### config.mk
export PLATFORM = sky130hd
export DESIGN_NAME = mux_nx1_pipe_flat
export DESIGN_NICKNAME = d
export VERILOG_FILES = /design/src/rtl/mux_nx1_pipe_pkg.sv /design/src/rtl/mux_nx1_pipe_if.sv /design/src/rtl/mux_nx1_pipe_mux_nx1.sv /design/src/rtl/mux_nx1_pipe.sv /design/src/flat_wrapper.sv
export SDC_FILE = /design/constraint.sdc
export NUM_CORES = 1
export LEC_CHECK = 0
export CAP_MARGIN = 20
export CORE_MARGIN = 3
export CORE_UTILIZATION = 45
export DETAILED_ROUTE_END_ITERATION = 7
export MAX_ROUTING_LAYER = met4
export PLACE_DENSITY = 0.87
export RECOVER_POWER = 100
export SLEW_MARGIN = 20
export SYNTH_ARGS = -nofsm -noshare
export SYNTH_HDL_FRONTEND = slang
export SYNTH_SLANG_ARGS = --single-unit
### constraint.sdc
create_clock -name clk -period 3.4 [get_ports clk]
set_input_delay 1.02 -clock clk [delete_from_list [all_inputs] [get_ports clk]]
set_output_delay 1.02 -clock clk [all_outputs]
set_load 0.03 [all_outputs]
### src/rtl/mux_nx1_pipe_pkg.sv
// Shared types for the registered operand-select stage and its helpers.
// Holds the buffer state encoding and the default datapath width.
package pipe_pkg;

    typedef enum logic [1:0] {
        EMPTY = 2'b00,
        ONE   = 2'b01,
        TWO   = 2'b10
    } state_t;

    localparam int DATA_W_DEFAULT = 32;

    // Select width for an M-way choice; never narrower than one bit.
    function automatic int sel_width(input int m);
        return (m > 1) ? $clog2(m) : 1;
    endfunction

endpackage

### src/rtl/mux_nx1_pipe_if.sv
// Handshake bundle for the select stage: upstream beat, flush and downstream beat.
// master is the surrounding pipeline, slave is the select stage itself.
interface mux_nx1_pipe_if #(
    parameter int N = pipe_pkg::DATA_W_DEFAULT,
    parameter int M = 4
);
    import pipe_pkg::*;

    localparam int SEL_W = sel_width(M);

    logic [M*N-1:0]   in_data;
    logic [SEL_W-1:0] in_sel;
    logic             in_valid;
    logic             in_ready;
    logic             flush;
    logic [N-1:0]     out_data;
    logic             out_valid;
    logic             out_ready;
    logic             sel_err;

    modport master (
        output in_data, in_sel, in_valid, flush, out_ready,
        input  in_ready, out_data, out_valid, sel_err
    );

    modport slave (
        input  in_data, in_sel, in_valid, flush, out_ready,
        output in_ready, out_data, out_valid, sel_err
    );

endinterface

### src/rtl/mux_nx1_pipe_mux_nx1.sv
// Combinational M-way, N-bit word select with an out-of-range flag.
// An out-of-range select yields an all-zero word rather than an arbitrary input.
module mux_nx1
    import pipe_pkg::*;
#(
    parameter int N = DATA_W_DEFAULT,
    parameter int M = 4,
    localparam int SEL_W = sel_width(M)
) (
    input  logic [M*N-1:0]   data,
    input  logic [SEL_W-1:0] sel,
    output logic [N-1:0]     y,
    output logic             oor
);

    logic [N-1:0] masked [M];

    // AND-OR tree: at most one lane is non-zero, none when sel is out of range.
    for (genvar gi = 0; gi < M; gi++) begin : g_lane
        assign masked[gi] = (sel == SEL_W'(gi)) ? data[gi*N +: N] : '0;
    end

    always_comb begin
        y = '0;
        for (int k = 0; k < M; k++) begin
            y = y | masked[k];
        end
    end

    assign oor = ({1'b0, sel} >= (SEL_W + 1)'(M));

endmodule

### src/rtl/mux_nx1_pipe.sv
// Registered M:1 operand select with valid/ready on both sides and a 2-entry skid buffer.
// in_ready is a flop so upstream never sees a combinational path from out_ready.
module mux_nx1_pipe
    import pipe_pkg::*;
#(
    parameter int N = DATA_W_DEFAULT,
    parameter int M = 4,
    localparam int SEL_W = sel_width(M)
) (
    input  logic         clk,
    input  logic         rst_n,
    mux_nx1_pipe_if.slave bus
);

    state_t           state_reg;
    logic [N-1:0]     main_data_reg;
    logic             main_err_reg;
    logic [N-1:0]     skid_data_reg;
    logic             skid_err_reg;
    logic             in_ready_reg;

    logic [SEL_W-1:0] sel;
    logic [N-1:0]     cap_data;
    logic             cap_err;
    logic             accept;
    logic             pop;
    logic             out_valid;

    assign sel = bus.in_sel;

    mux_nx1 #(
        .N(N),
        .M(M)
    ) u_mux (
        .data(bus.in_data),
        .sel (sel),
        .y   (cap_data),
        .oor (cap_err)
    );

    assign out_valid = (state_reg != EMPTY);
    assign accept    = bus.in_valid & in_ready_reg;
    assign pop       = out_valid & bus.out_ready;

    always_ff @(posedge clk or negedge rst_n) begin
        if (!rst_n) begin
            state_reg     <= EMPTY;
            main_data_reg <= '0;
            main_err_reg  <= 1'b0;
            skid_data_reg <= '0;
            skid_err_reg  <= 1'b0;
            in_ready_reg  <= 1'b1;
        end else if (bus.flush) begin
            // Squash wins over any same-cycle accept or pop.
            state_reg     <= EMPTY;
            main_data_reg <= '0;
            main_err_reg  <= 1'b0;
            skid_data_reg <= '0;
            skid_err_reg  <= 1'b0;
            in_ready_reg  <= 1'b1;
        end else begin
            case (state_reg)
                EMPTY: begin
                    if (accept) begin
                        state_reg     <= ONE;
                        main_data_reg <= cap_data;
                        main_err_reg  <= cap_err;
                    end
                end
                ONE: begin
                    if (accept && pop) begin
                        main_data_reg <= cap_data;
                        main_err_reg  <= cap_err;
                    end else if (accept) begin
                        state_reg     <= TWO;
                        skid_data_reg <= cap_data;
                        skid_err_reg  <= cap_err;
                        in_ready_reg  <= 1'b0;
                    end else if (pop) begin
                        state_reg <= EMPTY;
                    end
                end
                TWO: begin
                    // Skid drains into main and is zeroed so no stale word lingers.
                    if (pop) begin
                        state_reg     <= ONE;
                        main_data_reg <= skid_data_reg;
                        main_err_reg  <= skid_err_reg;
                        skid_data_reg <= '0;
                        skid_err_reg  <= 1'b0;
                        in_ready_reg  <= 1'b1;
                    end
                end
                default: begin
                    state_reg    <= EMPTY;
                    in_ready_reg <= 1'b1;
                end
            endcase
        end
    end

    assign bus.in_ready  = in_ready_reg;
    assign bus.out_valid = out_valid;
    assign bus.out_data  = main_data_reg;
    assign bus.sel_err   = main_err_reg;

endmodule

### src/flat_wrapper.sv
// flat-port wrapper written by rule: the top's interface ports become plain ports
module mux_nx1_pipe_flat import pipe_pkg::*;
#(
    parameter int N = DATA_W_DEFAULT,
    parameter int M = 4,
    localparam int SEL_W = sel_width(M)
)
  (clk, rst_n, bus_in_data, bus_in_sel, bus_in_valid, bus_flush, bus_out_ready, bus_in_ready, bus_out_data, bus_out_valid, bus_sel_err);
  mux_nx1_pipe_if #(.N(N), .M(M)) bus_i ();
  input  logic clk;
  input  logic rst_n;
  input wire logic [$bits(bus_i.in_data)-1:0] bus_in_data;
  input wire logic [$bits(bus_i.in_sel)-1:0] bus_in_sel;
  input wire logic [$bits(bus_i.in_valid)-1:0] bus_in_valid;
  input wire logic [$bits(bus_i.flush)-1:0] bus_flush;
  input wire logic [$bits(bus_i.out_ready)-1:0] bus_out_ready;
  output wire logic [$bits(bus_i.in_ready)-1:0] bus_in_ready;
  output wire logic [$bits(bus_i.out_data)-1:0] bus_out_data;
  output wire logic [$bits(bus_i.out_valid)-1:0] bus_out_valid;
  output wire logic [$bits(bus_i.sel_err)-1:0] bus_sel_err;
  assign bus_i.in_data = bus_in_data;
  assign bus_i.in_sel = bus_in_sel;
  assign bus_i.in_valid = bus_in_valid;
  assign bus_i.flush = bus_flush;
  assign bus_i.out_ready = bus_out_ready;
  assign bus_in_ready = bus_i.in_ready;
  assign bus_out_data = bus_i.out_data;
  assign bus_out_valid = bus_i.out_valid;
  assign bus_sel_err = bus_i.sel_err;
  mux_nx1_pipe #(.N(N), .M(M)) u_core (.clk(clk), .rst_n(rst_n), .bus(bus_i));
endmodule
=== Word level (Yosys, flattened, before mapping) ===
Index checks and enable logic that the tools add are counted.

* Input port bits: 135
* Register bits: 69
* Logic and storage cells: 65
* ROM bits: 0
* Bits in latches: 0
* RAM bits: 0
* Memories: 0

* Reduce and logical (&&, ||, !) cells: 10
* Shifts and indexed selects: 0
* Divide/modulo/power cells: 0
* Equality and inequality tests: 12
* $lt $le $gt $ge: 0
* Multiply operators: 0
* Bitwise logic cells: 5
* Mux-type cells: 32
* $add $sub $neg: 0

{| class="wikitable"
|+ Operator list
! cell !! number
|-
| $mux W32 || 11
|-
| $or A32 B32 Y32 || 3
|-
| $pmux W32 S3 || 1
|-
| $pmux W32 S2 || 1
|-
| $reduce_and A4 Y1 || 4
|-
| $mux W2 || 6
|-
| $ne A3 B2 Y1 const B || 4
|-
| $mux W1 || 9
|-
| $eq A2 B2 Y1 const B || 3
|-
| $pmux W1 S3 || 2
|-
| $pmux W2 S3 || 1
|-
| $eq A2 B1 Y1 const B || 2
|-
| $logic_not A2 Y1 || 2
|-
| $ne A4 B2 Y1 const B || 1
|-
| $reduce_bool A4 Y1 || 1
|-
| $ne A3 B3 Y1 const B || 1
|-
| $reduce_bool A3 Y1 || 1
|-
| $and A1 B1 Y1 || 2
|-
| $ne A2 B2 Y1 const B || 1
|-
| $pmux W1 S2 || 1
|-
| $reduce_bool A2 Y1 || 1
|-
| $logic_and A1 B1 Y1 || 1
|}

=== Logic depth before layout (Yosys ltp) ===
* Depth in word-level cells: 9
* Mapped depth: 7
* Mapped depth without buffers: 4

=== By module ===
Synthesis repeated with hierarchy kept, for this count alone.

* Cells, all modules: 305
* Area total of the unflattened synthesis: 4,107.7 sq um

{| class="wikitable"
|+ Modules (own cells, without submodules)
! module !! area an instance (sq um) !! times used !! cells each !! seq. area each (sq um)
|-
| mux_nx1_pipe || 3,278.1 || 1 || 263 || 1,727.9
|-
| mux_nx1 || 829.5 || 1 || 42 || 0.0
|}

=== Worst setup path after synthesis ===
OpenSTA, ideal clock, no wires.

* Kind: input port to flip-flop
* Start point: in bus_out_ready
* End point: reg u_core.skid_data_reg[10]
* Buffers on the path: 2
* Slack: 1.128 ns
* Required time: 3.321 ns
* Data arrival time: 2.193 ns
* Cell stages on the path: 5
* Cell sequence: clkbuf_1 nor2b_1 a221oi_2 buf_4 mux2i_1

* Longest elaborated chain between the ends: 4
* Elaborated cells on any way between the ends: 5
* Classes of those cells: 2 x eq/ne; 1 x bitwise; 2 x reduce/logical

{| class="wikitable"
|+ Ends and longest elaborated chain
! what !! line !! source
|-
| start: declaration || flat_wrapper.sv:16 || <nowiki>input wire logic [$bits(bus_i.out_ready)-1:0] bus_out_ready;</nowiki>
|-
| $and A1 B1 Y1 * || mux_nx1_pipe.sv:43 || <nowiki>assign pop = out_valid & bus.out_ready;</nowiki>
|-
| $logic_and A1 B1 Y1 || mux_nx1_pipe.sv:71 || <nowiki>if (accept && pop) begin</nowiki>
|-
| $ne A3 B3 Y1 (no line) || -- ||
|-
| $reduce_and A4 Y1 (no line) * || -- ||
|-
| end signal: assignment || mux_nx1_pipe.sv:76 || <nowiki>skid_data_reg <= cap_data;</nowiki>
|-
| end: declaration || mux_nx1_pipe.sv:18 || <nowiki>logic [N-1:0] skid_data_reg;</nowiki>
|}

Mark *: on every way between the ends. The rest lies on a longest branch, timed or not.
A chain may end at the register's enable or synchronous reset.

=== Worst setup path after layout ===
* Start point: reg u_core.state_reg[1]
* End point: out bus_out_valid

* Longest elaborated chain between the ends: 1

{| class="wikitable"
|+ Ends and longest elaborated chain
! what !! line !! source
|-
| start: declaration || mux_nx1_pipe.sv:15 || <nowiki>state_t state_reg;</nowiki>
|-
| start signal: assignment || mux_nx1_pipe.sv:47 || <nowiki>state_reg <= EMPTY;</nowiki>
|-
| start signal: assignment || mux_nx1_pipe.sv:55 || <nowiki>state_reg <= EMPTY;</nowiki>
|-
| start signal: assignment || mux_nx1_pipe.sv:65 || <nowiki>state_reg <= ONE;</nowiki>
|-
| $reduce_bool A2 Y1 || mux_nx1_pipe.sv:41 || <nowiki>assign out_valid = (state_reg != EMPTY);</nowiki>
|-
| end: declaration || flat_wrapper.sv:19 || <nowiki>output wire logic [$bits(bus_i.out_valid)-1:0] bus_out_valid;</nowiki>
|}

Every way passes these cells.

==> metrics.cfg <==
[cts]
ctsHoldBuffers=0
post-cts-setup-buffers=0
numClockSinks=67
cts_tree=yes
htree_levels=3
clk_latency_ns=0.34
clk_pin_slew_worst_paths_ns=0.07
numCtsBuffers=9
clockBufferDepth=2
post_cts_resized=0
root_buffer=clkbuf_8

[setup_path]
path_cells=or2_2, dlygate4sd3_1
end_kind=output port
cp_top_family=buffers and inverters
cp_max_fo=7
worst-path-buf-inv=1
r2r_setup_slack_ns=1.36
cpMaxStageDelayCell=dlygate4sd3_1
start_kind=flop
required_ns=2.38
crit_path_max_incr_delay_ns=0.69
path_class=flop to output port
cp.arrival_ns=1.81

[finish]
nFillCells=584
antenna_cells=0
multi_input_area_sq_um=1830
drive_gt1_frac=0.0555
register_area_sq_um=1680
area_growth_pct=50.4
fin_nets=671
final_util=0.717

[floorplanning]
ios=170
rows=32
dieArea_sq_um=9570
initial_core_util=0.476
die_h_um=97.8
core_sq_um=7970
die_w_um=97.8

[route]
drt_iter0_markers=123
wire_per_inst_um=16.7
vias_per_cell=5.37
ant_nets=0
drc=0
routed_wirelength_um=10800
drtPass1Iterations=4
num_vias=3456

[status]
violations=max-capacitance violations, max-slew violations
outcome=complete, but fails checks

[synthesis]
syn-num-nets=511
synth_warnings=0
synthCells=376
synth_top_area_frac=0.435
ys_top_cells_by_area=dfrtp_1 44%, mux2i_1 26%, o22a_1 7.6%
synth_cell_types=26
syn_avg_cell_area_sq_um=10.1
ys_ff_latch=67
yosysTopAreaCell=dfrtp_1
ys_seq_area_frac=0.442
synth_area_sq_um=3800

[global_routing]
overflow=0
grt_util_all_layers=0.236
antenna_found_initial=0
grt_pass1_wl_um=17900
grt_max_degree=65
grt_pass1_vias=3665

[timing]
slew_viol_final=29
worstMarginPinSlew_ns=1.54
setup_ws_ns=0.569
finalCritPeriodShare=0.833
period_minus_slack_ns=2.83
hold_viol=0
rsz0062_at_grt=no
fmax_mhz=353
max_slew_margin=-0.0288
fin_skew_ns=0.00815
setup_tns_ns=0
setup_viol=0

[power]
p_leak_nw=2.57
ir_drop_v=0.000186
power.density_cell_area_nw_per_um2=401

[placed_design]
portBuffers=168
pre_cts_slack_ns=0.608
routabilityCongestion=0.783
dp_hpwl_um=8210

[job]
cap_violations=1

[worst_hold_path]
min_path_type=flop to flop

## report_power, final
part / total (mW) / switching [mW] / internal (mW)
combinational: 0.719 / 0.365 / 0.354
sequential: 0.966 / 0.0601 / 0.906
clock: 0.605 / 0.302 / 0.302
total: 2.29 / 0.728 / 1.56
## through the flow
step	hold WS [ns]	total power, mW	instances	area, sq um
2_1_floorplan	0.498	1.36	376	3800
3_3_place_gp	0.508	1.71	627	5570
3_5_place_dp	0.514	1.74	627	5570
4_1_cts	0.529	2.35	643	5750
5_1_grt	0.548	2.41	643	5710
6_report	0.522	2.29	643	5710
## cell type report
type / instances / share of cell area
clock buffer: 12 / 0.0272
clock inverter: 4 / 0.00438
inverter: 32 / 0.0210
multi-input combinational: 247 / 0.321
sequential: 67 / 0.294
tap: 102 / 0.0224
timing repair buffer: 179 / 0.311
## logic make-up after synthesis
family                 Yosys count  share of synthesized area
AO/OA/AOI/OAI                   71                      0.141
buffers and inverters           62                     0.0751
flip-flops                      67                      0.442
multiplexers                    97                      0.256
other                            1                   0.000988
AND/OR/NAND/NOR                 78                     0.0847
## path summary, 6_finish.rpt
| check | start | end | cells past startpoint |
|---|---|---|---|
| max | u_core.state_reg[1] | bus_out_valid | 2 |
| min | u_core.skid_data_reg[28] | u_core.skid_data_reg[28] | 2 |
| max reg2reg | u_core.state_reg[1] | u_core.bus.out_data[20] | 5 |
| min reg2reg | u_core.skid_data_reg[28] | u_core.skid_data_reg[28] | 2 |
| max in group asynchronous | rst_n | u_core.skid_data_reg[14] | 2 |
| min in group asynchronous | rst_n | u_core.skid_data_reg[16] | 1 |
## Yosys cell counts
master / count
nor2b_2: 1
nor2b_1: 1
mux2i_1: 97
conb_1: 1
nor2_1: 34
nand2_1: 34
buf_1: 1
clkbuf_1: 12
a221o_1: 1
nand2b_1: 2
buf_4: 5
a31oi_1: 32
or2_2: 1
o21bai_1: 1
dfrtp_1: 66
buf_6: 3
o22a_1: 33
a221oi_2: 1
dfstp_2: 1
a21oi_1: 3
nand3b_1: 1
nor3_1: 2
or3_1: 1
buf_2: 9
and3b_1: 1
inv_1: 32
## worst register-to-register path, stage by stage, from the launching register on
cell and delay, ns:
dfrtp_1 0.47, and3b_1 0.26, a221o_2 0.36, clkbuf_4 0.44
nor2_1 0.29, a31oi_1 0.07
## placed cells by master (no fill, tap or decap), drive strengths merged, types with 2 or more instances in the layout
master and n:
clkdlybuf4s50 130, mux2i 97, dfrtp 66, dlygate4sd3 36
nand2 34, nor2 34, o22a 33, a31oi 32
inv 32, clkbuf 16, buf 9, a21oi 3
nand2b 2, nor3 2, clkinvlp 2, clkinv 2
nor2b 2
## metal layers
layer	global-route usage	routed length [um]	share of wire	vias to the layer above
met3	0.0586	854	0.079	18
met5	-	0	0	-
li1	-	-	-	1643
met2	0.403	5490	0.51	148
met4	0.0777	167	0.016	0
met1	0.272	4260	0.40	1647
No activity file was read; power rests on OpenSTA's default activity.
